[src/rtl/ttfs_readout_pkg.sv]
// Shared types and constants for the TTFS output-spike readout block.
package ttfs_readout_pkg;

    typedef enum logic [1:0] {
        IDLE  = 2'd0,
        ARMED = 2'd1,
        DONE  = 2'd2
    } ttfs_state_e;

    // 8'hFF marks "no spike yet"; a real spike at tick 255 cannot be stored.
    localparam logic [7:0] NO_SPIKE       = 8'hFF;
    localparam logic [6:0] REG_STATUS     = 7'd0;
    localparam logic [6:0] REG_WINNER     = 7'd1;
    localparam logic [6:0] REG_TABLE_BASE = 7'd2;

endpackage

[src/rtl/ttfs_readout_first_spike_table.sv]
// Per-output-neuron first-spike tick storage: write-once per inference, bulk clear,
// combinational occupancy probe for the capture path and combinational read for the readout mux.
module ttfs_first_spike_table
    import ttfs_readout_pkg::*;
#(
    parameter int N_OUT = 10
) (
    input  logic       CLK,
    input  logic       RSTN,
    input  logic       clear_i,
    input  logic       wr_en_i,
    input  logic [5:0] wr_idx_i,
    input  logic [7:0] wr_data_i,
    input  logic [5:0] chk_idx_i,
    output logic       chk_empty_o,
    input  logic [5:0] rd_idx_i,
    output logic [7:0] rd_data_o
);

    logic [7:0] entry_q [N_OUT];

    always_ff @(posedge CLK or negedge RSTN) begin
        if (!RSTN) begin
            for (int i = 0; i < N_OUT; i++) entry_q[i] <= NO_SPIKE;
        end else if (clear_i) begin
            for (int i = 0; i < N_OUT; i++) entry_q[i] <= NO_SPIKE;
        end else begin
            // An entry only accepts its first write after a clear.
            for (int i = 0; i < N_OUT; i++) begin
                if (wr_en_i && wr_idx_i == 6'(i) && entry_q[i] == NO_SPIKE)
                    entry_q[i] <= wr_data_i;
            end
        end
    end

    always_comb begin
        chk_empty_o = 1'b0;
        rd_data_o   = NO_SPIKE;
        for (int i = 0; i < N_OUT; i++) begin
            if (chk_idx_i == 6'(i)) chk_empty_o = (entry_q[i] == NO_SPIKE);
            if (rd_idx_i == 6'(i))  rd_data_o   = entry_q[i];
        end
    end

endmodule

[src/rtl/ttfs_readout.sv]
// TTFS readout: first-spike capture, earliest/lowest-index winner tracking, completion
// interrupt and a 1-cycle-latency register read port. Optional macro: TTFS_READOUT_EARLY_STOP_EN.
module ttfs_readout
    import ttfs_readout_pkg::*;
#(
    parameter int          N        = 256,
    parameter int          N_OUT    = 10,
    parameter int          OUT_BASE = 246,
    parameter logic [7:0]  TIMEOUT  = 8'd255,
    localparam int         AW       = $clog2(N)
) (
    input  logic          CLK,
    input  logic          RSTN,
    input  logic          clear_i,
    input  logic          spike_i,
    input  logic [AW-1:0] spike_addr_i,
    input  logic [7:0]    tick_i,
    input  logic          inference_done_i,
    input  logic          rd_req_i,
    input  logic [6:0]    rd_addr_i,
    output logic          rd_valid_o,
    output logic [31:0]   rd_data_o,
    output logic          winner_valid_o,
    output logic [5:0]    winner_idx_o,
    output logic          intr_done_o
);

    localparam logic [AW:0] WIN_LO = (AW+1)'(OUT_BASE);
    localparam logic [AW:0] WIN_HI = (AW+1)'(OUT_BASE + N_OUT);

    ttfs_state_e state_q, state_d;
    logic [6:0]  count_q;
    logic        winner_valid_q;
    logic [5:0]  winner_idx_q;
    logic [7:0]  winner_tick_q;
    logic        intr_q, intr_d;
    logic        rd_valid_q;
    logic [31:0] rd_data_q;

    logic        in_window;
    logic [5:0]  cap_idx;
    logic        slot_empty;
    logic        capture;
    logic        win_take;
    logic        done_cond;
    logic [5:0]  tbl_rd_idx;
    logic [7:0]  tbl_rd_data;
    logic [31:0] rd_word;

    assign in_window = ({1'b0, spike_addr_i} >= WIN_LO) && ({1'b0, spike_addr_i} < WIN_HI);
    assign cap_idx   = 6'(spike_addr_i - AW'(OUT_BASE));

    // clear_i wins over a same-cycle spike.
    assign capture  = (state_q == ARMED) && !clear_i && spike_i && in_window && slot_empty;
    assign win_take = capture && (!winner_valid_q || tick_i < winner_tick_q ||
                                  (tick_i == winner_tick_q && cap_idx < winner_idx_q));

    ttfs_first_spike_table #(.N_OUT(N_OUT)) u_table (
        .CLK         (CLK),
        .RSTN        (RSTN),
        .clear_i     (clear_i),
        .wr_en_i     (capture),
        .wr_idx_i    (cap_idx),
        .wr_data_i   (tick_i),
        .chk_idx_i   (cap_idx),
        .chk_empty_o (slot_empty),
        .rd_idx_i    (tbl_rd_idx),
        .rd_data_o   (tbl_rd_data)
    );

    always_ff @(posedge CLK or negedge RSTN) begin
        if (!RSTN) state_q <= IDLE;
        else       state_q <= state_d;
    end

    always_comb begin
        state_d   = state_q;
        done_cond = (count_q == 7'(N_OUT)) || inference_done_i || (tick_i == TIMEOUT);
`ifdef TTFS_READOUT_EARLY_STOP_EN
        done_cond = done_cond || capture;
`endif
        case (state_q)
            IDLE:    state_d = IDLE;
            ARMED:   if (done_cond) state_d = DONE;
            DONE:    state_d = DONE;
            default: state_d = IDLE;
        endcase
        if (clear_i) state_d = ARMED;
        intr_d = (state_q == ARMED) && (state_d == DONE);
    end

    always_ff @(posedge CLK or negedge RSTN) begin
        if (!RSTN) begin
            count_q        <= 7'd0;
            winner_valid_q <= 1'b0;
            winner_idx_q   <= 6'd0;
            winner_tick_q  <= NO_SPIKE;
            intr_q         <= 1'b0;
        end else begin
            intr_q <= intr_d;
            if (clear_i) begin
                count_q        <= 7'd0;
                winner_valid_q <= 1'b0;
                winner_idx_q   <= 6'd0;
                winner_tick_q  <= NO_SPIKE;
            end else if (capture) begin
                count_q <= count_q + 7'd1;
                if (win_take) begin
                    winner_valid_q <= 1'b1;
                    winner_idx_q   <= cap_idx;
                    winner_tick_q  <= tick_i;
                end
            end
        end
    end

    assign tbl_rd_idx = 6'(rd_addr_i - REG_TABLE_BASE);

    // Read mux sees pre-update state, so a read issued in a capture cycle returns old values.
    always_comb begin
        rd_word = 32'h0;
        if (rd_addr_i == REG_STATUS)
            rd_word = {22'b0, state_q, count_q, winner_valid_q};
        else if (rd_addr_i == REG_WINNER)
            rd_word = {16'b0, winner_tick_q, 2'b0, winner_idx_q};
        else if (rd_addr_i >= REG_TABLE_BASE && rd_addr_i < REG_TABLE_BASE + 7'(N_OUT))
            rd_word = {24'b0, tbl_rd_data};
    end

    always_ff @(posedge CLK or negedge RSTN) begin
        if (!RSTN) begin
            rd_valid_q <= 1'b0;
            rd_data_q  <= 32'h0;
        end else begin
            rd_valid_q <= rd_req_i;
            if (rd_req_i) rd_data_q <= rd_word;
        end
    end

    assign rd_valid_o     = rd_valid_q;
    assign rd_data_o      = rd_data_q;
    assign winner_valid_o = winner_valid_q;
    assign winner_idx_o   = winner_idx_q;
    assign intr_done_o    = intr_q;

endmodule

[config.mk]
export PLATFORM = sky130hd
export DESIGN_NAME = ttfs_readout
export DESIGN_NICKNAME = d
export VERILOG_FILES = /design/src/rtl/ttfs_readout_pkg.sv /design/src/rtl/ttfs_readout_first_spike_table.sv /design/src/rtl/ttfs_readout.sv
export SDC_FILE = /design/constraint.sdc
export NUM_CORES = 1
export LEC_CHECK = 0
export BUFFER_PORTS_ARGS = -buffer_cell sky130_fd_sc_hd__buf_2
export CORE_MARGIN = 4
export CORE_UTILIZATION = 64
export DETAILED_ROUTE_END_ITERATION = 10
export GPL_TIMING_DRIVEN = 0
export PLACE_DENSITY = 0.85
export SETUP_SLACK_MARGIN = 0.5
export SLEW_MARGIN = 25
export SYNTH_ARGS = -nofsm -noshare
export SYNTH_HDL_FRONTEND = slang
export SYNTH_SLANG_ARGS = --single-unit
[constraint.sdc]
create_clock -name CLK -period 5.6 [get_ports CLK]
set_input_delay 0.56 -clock CLK [delete_from_list [all_inputs] [get_ports CLK]]
set_output_delay 0.56 -clock CLK [all_outputs]
set_load 0.01 [all_outputs]
# After elaboration in Yosys (flattened, before gate mapping)
# Cells that the tools add are included.
[totals]
inputBits = 29
output_inout_bits = 41
word_cells = 159
regBits = 138
[classes]
add_sub_neg = 3
reduce_logical = 50
mux = 48
n_eq_ne = 35
magnitude_cmp = 5
[ops]
columns = ["op", "n"]
rows = [
  ["2-to-1 mux 8 bit", 24],
  ["equality test 8 bit, second input constant", 11],
  ["2-to-1 mux 80 bit", 1],
  ["equality test 6 x 3 -> 1 bit, second input constant", 8],
  ["2-to-1 mux 16 bit", 2],
  ["logical AND 1 bit", 28],
  ["equality test 6 x 2 -> 1 bit, second input constant", 4],
  ["equality test 6 x 4 -> 1 bit, second input constant", 4],
  ["nonzero test 2 bit", 12],
  ["2-to-1 mux 6 bit", 3],
  ["2-to-1 mux 7 bit", 2],
  ["2-to-1 mux 1 bit", 13],
  ["equality test 6 x 1 -> 1 bit, second input constant", 2],
  ["logical NOT 6 bit", 2],
  ["equality test 8 bit", 1],
  [">= comparator 8 bit, second input constant", 1],
  ["less-than comparator 8 bit", 1],
  ["adder 7 x 1 -> 7 bit, second input constant", 1],
  ["equality test 7 x 1 -> 1 bit, second input constant", 1],
  ["equality test 7 x 4 -> 1 bit, second input constant", 1],
  [">= comparator 7 x 2 -> 1 bit, second input constant", 1],
  ["logical NOT 7 bit", 1],
  ["less-than comparator 7 x 4 -> 1 bit, second input constant", 1],
  ["less-than comparator 6 bit", 1],
  ["9 further kinds", 15],
]

# Depth between registers and ports, before layout
[logic_depth]
ltp_word = 17
ltp_mapped = 12
mapped_depth_nobuf = 10

# Modules after synthesis
# From an unflattened synthesis, not the netlist that was laid out.
[hier_totals]
cells_unflattened = 705
area_unflattened_um2 = 6775.2
[modules_own_cells]
columns = ["mod", "n_inst", "cells_per_inst", "seq_area_each_um2", "area_per_inst_um2"]
rows = [
  ["ttfs_first_spike_table", 1, 414, 2102.0, 4181.5],
  ["ttfs_readout", 1, 291, 1061.0, 2593.7],
]

# Worst setup path after synthesis
# No wires, ideal clock.
[synth_timing]
path_type = "in2reg"
from = "input rd_addr_i[1]"
to = "register rd_data_q[0] (netlist: rd_data_o[0])"
required_time_ns = 5.474
n_path_buf = 2
arrival_time_ns = 2.695
setup_time_ns = 0.126
cell_stages = 10
path_slack_ns = 2.779
cell_sequence = "buf_2 -> inv_1 -> ha_1 -> clkbuf_1 -> o41ai_4 -> nand3_2 -> o22ai_1 -> nor3_1 -> a211o_1 -> a221o_1"
[synth_via]
elab_chain_len = 15
word_cells_on_any_way = 29
cone_classes = "1 x add/sub; 2 x order compare; 10 x eq/ne; 13 x mux; 3 x reduce/logical"
[synth_rtl]
columns = ["item", "line", "source"]
rows = [
  ["start: declaration", "ttfs_readout.sv:20", "input logic [6:0] rd_addr_i,"],
  ["subtractor 6 x 2 -> 6 bit", "ttfs_readout.sv:117", "assign tbl_rd_idx = 6'(rd_addr_i - REG_TABLE_BASE);"],
  ["logical NOT 6 bit", "ttfs_readout_first_spike_table.sv:41", "if (rd_idx_i == 6'(i)) rd_data_o = entry_q[i];"],
  ["2-to-1 mux 8 bit (10 in series)", "ttfs_readout_first_spike_table.sv:41", ""],
  ["2-to-1 mux 8 bit", "ttfs_readout.sv:126", "else if (rd_addr_i >= REG_TABLE_BASE && rd_addr_i < REG_TABLE_BASE + 7'(N_OUT))"],
  ["2-to-1 mux 16 bit", "ttfs_readout.sv:124", "else if (rd_addr_i == REG_WINNER)"],
  ["2-to-1 mux 16 bit (*)", "ttfs_readout.sv:122", "if (rd_addr_i == REG_STATUS)"],
  ["end signal: assignment", "ttfs_readout.sv:136", "if (rd_req_i) rd_data_q <= rd_word;"],
  ["end: declaration", "ttfs_readout.sv:38", "logic [31:0] rd_data_q;"],
]
# Every way passes the cells marked *; elsewhere a longest branch is shown, timed or not.
# A chain may end at the register's enable or synchronous reset.

# Worst setup path after layout
[layout_timing]
from = "input spike_addr_i[1]"
to = "register winner_tick_q[0]"
[layout_via]
elab_chain_len = 16
word_cells_on_any_way = 31
cone_classes = "1 x add/sub; 2 x order compare; 9 x eq/ne; 10 x mux; 9 x reduce/logical"
[layout_rtl]
columns = ["item", "line", "source"]
rows = [
  ["start: declaration", "ttfs_readout.sv:16", "input logic [AW-1:0] spike_addr_i,"],
  ["subtractor 6 bit", "ttfs_readout.sv:51", "assign cap_idx = 6'(spike_addr_i - AW'(OUT_BASE));"],
  ["logical NOT 6 bit", "ttfs_readout_first_spike_table.sv:40", "if (chk_idx_i == 6'(i)) chk_empty_o = (entry_q[i] == NO_SPIKE);"],
  ["2-to-1 mux 1 bit (10 in series)", "ttfs_readout_first_spike_table.sv:40", ""],
  ["logical AND 1 bit", "ttfs_readout.sv:54", "assign capture = (state_q == ARMED) && !clear_i && spike_i && in_window && slot_empty;"],
  ["logical AND 1 bit", "ttfs_readout.sv:55", "assign win_take = capture && (!winner_valid_q || tick_i < winner_tick_q ||"],
  ["nonzero test 2 bit (no source line)", "-", ""],
  ["AND reduction 2 bit (no source line) (*)", "-", ""],
  ["end signal: assignment", "ttfs_readout.sv:111", "winner_tick_q <= tick_i;"],
  ["end: declaration", "ttfs_readout.sv:35", "logic [7:0] winner_tick_q;"],
]
# Marked as above.

==> impl_results.rst <==
.. list-table::
   :header-rows: 1

   * - Metric
     - Value
   * - Post-CTS Setup Bufs
     - 0
   * - Vias
     - 6438
   * - Unique cell type count in the Yosys netlist
     - 79
   * - Number of antenna violations at the first check in global routing
     - 0
   * - Final-report setup violation count
     - 0
   * - First-pass GRT wire length
     - 34200 µm
   * - Leakage power
     - 3.48 nW
   * - Kind of critical path
     - input pin to flip-flop
   * - Cell family with most CP delay
     - compound AO/OA/AOI/OAI gates
   * - Share of layout cells above drive strength 1
     - 0.281
   * - Clock H-tree levels
     - 4
   * - Number of buffers created by CTS
     - 17
   * - Root buffer cell
     - sky130_fd_sc_hd__clkbuf_8
   * - Via-to-Cell Ratio
     - 6.67
   * - Post-route clock skew
     - 0.0117 ns
   * - Stages on the worst setup path
     - 13
   * - Flip-flop and latch count after synthesis
     - 122
   * - Kind of end point of the critical path
     - flip-flop
   * - Commonest non-fill, non-tap cell in the layout
     - sky130_fd_sc_hd__o21ai_0
   * - Die outline height
     - 113 µm
   * - Highest fanout seen on the critical path
     - 10
   * - All-Layer GR Usage
     - 0.348
   * - Insertion delay of the later-clocked pin in the worst-skew pair
     - 0.55 ns
   * - Routability cong.
     - 0.929
   * - Cell chain of the critical path
     - buf_2 > ha_1 > clkbuf_2 > o21ai_0 > xnor2_1 > ha_1 > nand3_1 > nand4_1 > a2111oi_0 > o21ai_0 > a21oi_4 > buf_6 > mux2i_1
   * - Setup tns final
     - 0 ns
   * - Die width
     - 113 µm
   * - Final routed wire length divided by cell count
     - 22.2 µm
   * - Synthesized instance count
     - 728
   * - Arrival @ worst endpoint
     - 3.32 ns
   * - Fin crit share
     - 0.513
   * - Cell type contributing the most total cell area after synthesis
     - sky130_fd_sc_hd__dfstp_2
   * - Number of buffer and inverter stages on the critical path
     - 3
   * - Number of warnings issued by yosys
     - 0
   * - Clock tree from TritonCTS
     - built
   * - Standard cell core area
     - 10800 µm²
   * - Clock transition at the registers of the reported paths
     - 0.06 ns
   * - Biggest area contributors in the synthesized netlist
     - sky130_fd_sc_hd__dfstp_2, sky130_fd_sc_hd__dfrtp_1, sky130_fd_sc_hd__nand2b_1, sky130_fd_sc_hd__o21ai_0, sky130_fd_sc_hd__ha_1
   * - IO Port Bufs
     - 48
   * - DRC violation total after the first TritonRoute iteration
     - 815
   * - Number of placed cells counting well taps
     - 932
   * - Detail Route Antenna Nets
     - 0
   * - Layout Area Growth over Synthesis
     - 15.9%
   * - Post-synth EDFFs
     - 0
   * - Cell area after technology mapping
     - 7070 µm²
   * - Sequential cell area fraction in the yosys report
     - 0.447
   * - Post-synth top flop
     - sky130_fd_sc_hd__dfstp_2
   * - Pin count of the biggest net entering global routing
     - 79
   * - Highest-delay cell along the critical path
     - sky130_fd_sc_hd__ha_1
   * - Top cell type's share of synthesized area
     - 0.327
   * - Final net count
     - 860
   * - Drt first pass iters
     - 8
   * - Final core occ
     - 0.756
   * - Final Hold Violating Endpoints
     - 0
   * - Antenna fix cells
     - 0
   * - Max stage delay on crit path
     - 0.31 ns
   * - Power per unit of standard cell area
     - 266 nW/µm²
   * - Initial core utilization
     - 0.653
   * - Slew Viols, Final
     - 0
   * - Mean instance size in the synthesized netlist
     - 9.72 µm²
   * - Final instance area
     - 8200 µm²
   * - Count of clock tree sinks
     - 122
   * - Row count
     - 38
   * - Instance area after placement
     - 7580 µm²
   * - Via count of the first global-routing pass
     - 6345
   * - HP Class
     - input pin to flip-flop
   * - Largest vdd supply drop
     - 0.340 mV
   * - Setup repair after global routing missed its margin
     - no
   * - Achievable frequency
     - 348 MHz
   * - WL final
     - 21500 µm
   * - Full die area
     - 12800 µm²
   * - Post-route DRC
     - 0
   * - Startpoint kind of the worst setup timing path
     - input pin
   * - Bufs on Longest Clock Path
     - 2
   * - Async set-or-reset flop fraction in the synthesized netlist
     - 1.00
   * - Most frequent cells in the layout
     - sky130_fd_sc_hd__o21ai_0, sky130_fd_sc_hd__dfstp_2, sky130_fd_sc_hd__nand2b_1
   * - Headroom to the max-slew limit
     - 0.458
   * - Post-cts sizing count
     - 0
   * - Worst hold path depth
     - 1
   * - Final std cells w/o fill
     - 965
   * - R2R cell count
     - 10
   * - Sum of net half-perimeters after detailed placement
     - 15200 µm
   * - Cts-stage hold buffer count
     - 1
   * - Time the final worst path needs with I/O delays and setup
     - 2.87 ns
   * - Outcome
     - completed
   * - Io pins
     - 70
   * - Grt total ovfl
     - 0
   * - Max-cap viol count
     - 0
   * - Slew at the pin with the worst max-slew slack
     - 0.813 ns
   * - Worst Path Required
     - 6.05 ns
[power breakdown]
group          internal, W  total [W]  switching (W)
logic            0.0000700   0.000202       0.000132
clock network     0.000673    0.00108       0.000409
registers         0.000890   0.000894     0.00000367
total              0.00163    0.00218       0.000544
[sequential cells by signal (all words and copies together), names as in the netlist, 2 cells and up]
signal and flops:
rd_data_o 16, u_table.entry_q 80, count_q 7, state_q 2
winner_tick_q 8, winner_idx_o 6
[logic make-up (layout without fill, tap and decap cells)]
family / after synthesis / in the layout / share of synthesized area
fa+ha+maj: 19 / 19 / 0.0336
other cells: 1 / 16 / 0.000530
buf+inv: 94 / 176 / 0.0637
flops: 122 / 122 / 0.447
compound gates: 197 / 197 / 0.181
simple gates: 260 / 260 / 0.213
xor+xnor: 5 / 5 / 0.00619
mux: 30 / 30 / 0.0543
[worst paths after layout]
kind	start	to	slack [ns]
max	spike_addr_i[1]	winner_tick_q[0]$_DFFE_PN1P_	2.73
max in group asynchronous	RSTN	u_table.entry_q[24]$_DFFE_PN1P_	4.32
min in group asynchronous	RSTN	intr_done_o$_DFF_PN0_	0.50
min	rd_req_i	rd_valid_o$_DFF_PN0_	0.25
max reg2reg	winner_tick_q[3]$_DFFE_PN1P_	winner_tick_q[0]$_DFFE_PN1P_	2.99
min reg2reg	u_table.entry_q[23]$_DFFE_PN1P_	u_table.entry_q[23]$_DFFE_PN1P_	0.50
[stage by stage]
stage	total power, W	setup WS, ns	hold WS, ns
floorplan	0.00102	2.78	0.264
global placement	0.00109	2.34	0.476
detailed placement	0.00110	2.22	0.484
CTS	0.00217	2.79	0.227
global route	0.00224	2.55	0.238
finish	0.00218	2.73	0.247
[synthesized netlist by cell type (18+ instances only)]
master	count
sky130_fd_sc_hd__a21oi_1	19
sky130_fd_sc_hd__buf_4	18
sky130_fd_sc_hd__clkbuf_1	30
sky130_fd_sc_hd__dfrtp_1	34
sky130_fd_sc_hd__dfstp_2	88
sky130_fd_sc_hd__ha_1	19
sky130_fd_sc_hd__inv_1	36
sky130_fd_sc_hd__nand2_1	18
sky130_fd_sc_hd__nand2b_1	87
sky130_fd_sc_hd__nand4_1	30
sky130_fd_sc_hd__nor2_1	37
sky130_fd_sc_hd__nor3_1	24
sky130_fd_sc_hd__o21ai_0	104
[per-layer routing]
layer	part of all wire	track usage	wire length, µm	up-vias
met5	0	0	0	-
met4	0.060	0.205	1280	0
met3	0.11	0.0840	2260	103
met2	0.47	0.553	10000	486
met1	0.37	0.433	7880	3087
li1	-	-	-	2762
[final cells by class]
cell class	count	area (µm²)
sequential	122	3160
multi-input combinational	527	3530
inverter	36	135
fill	724	2640
clock buffer	22	505
buffer	58	315
timing repair buffer	50	284
tap	140	175
clock inverter	10	86.3
Note: power is estimated with default switching activity, not from simulation.
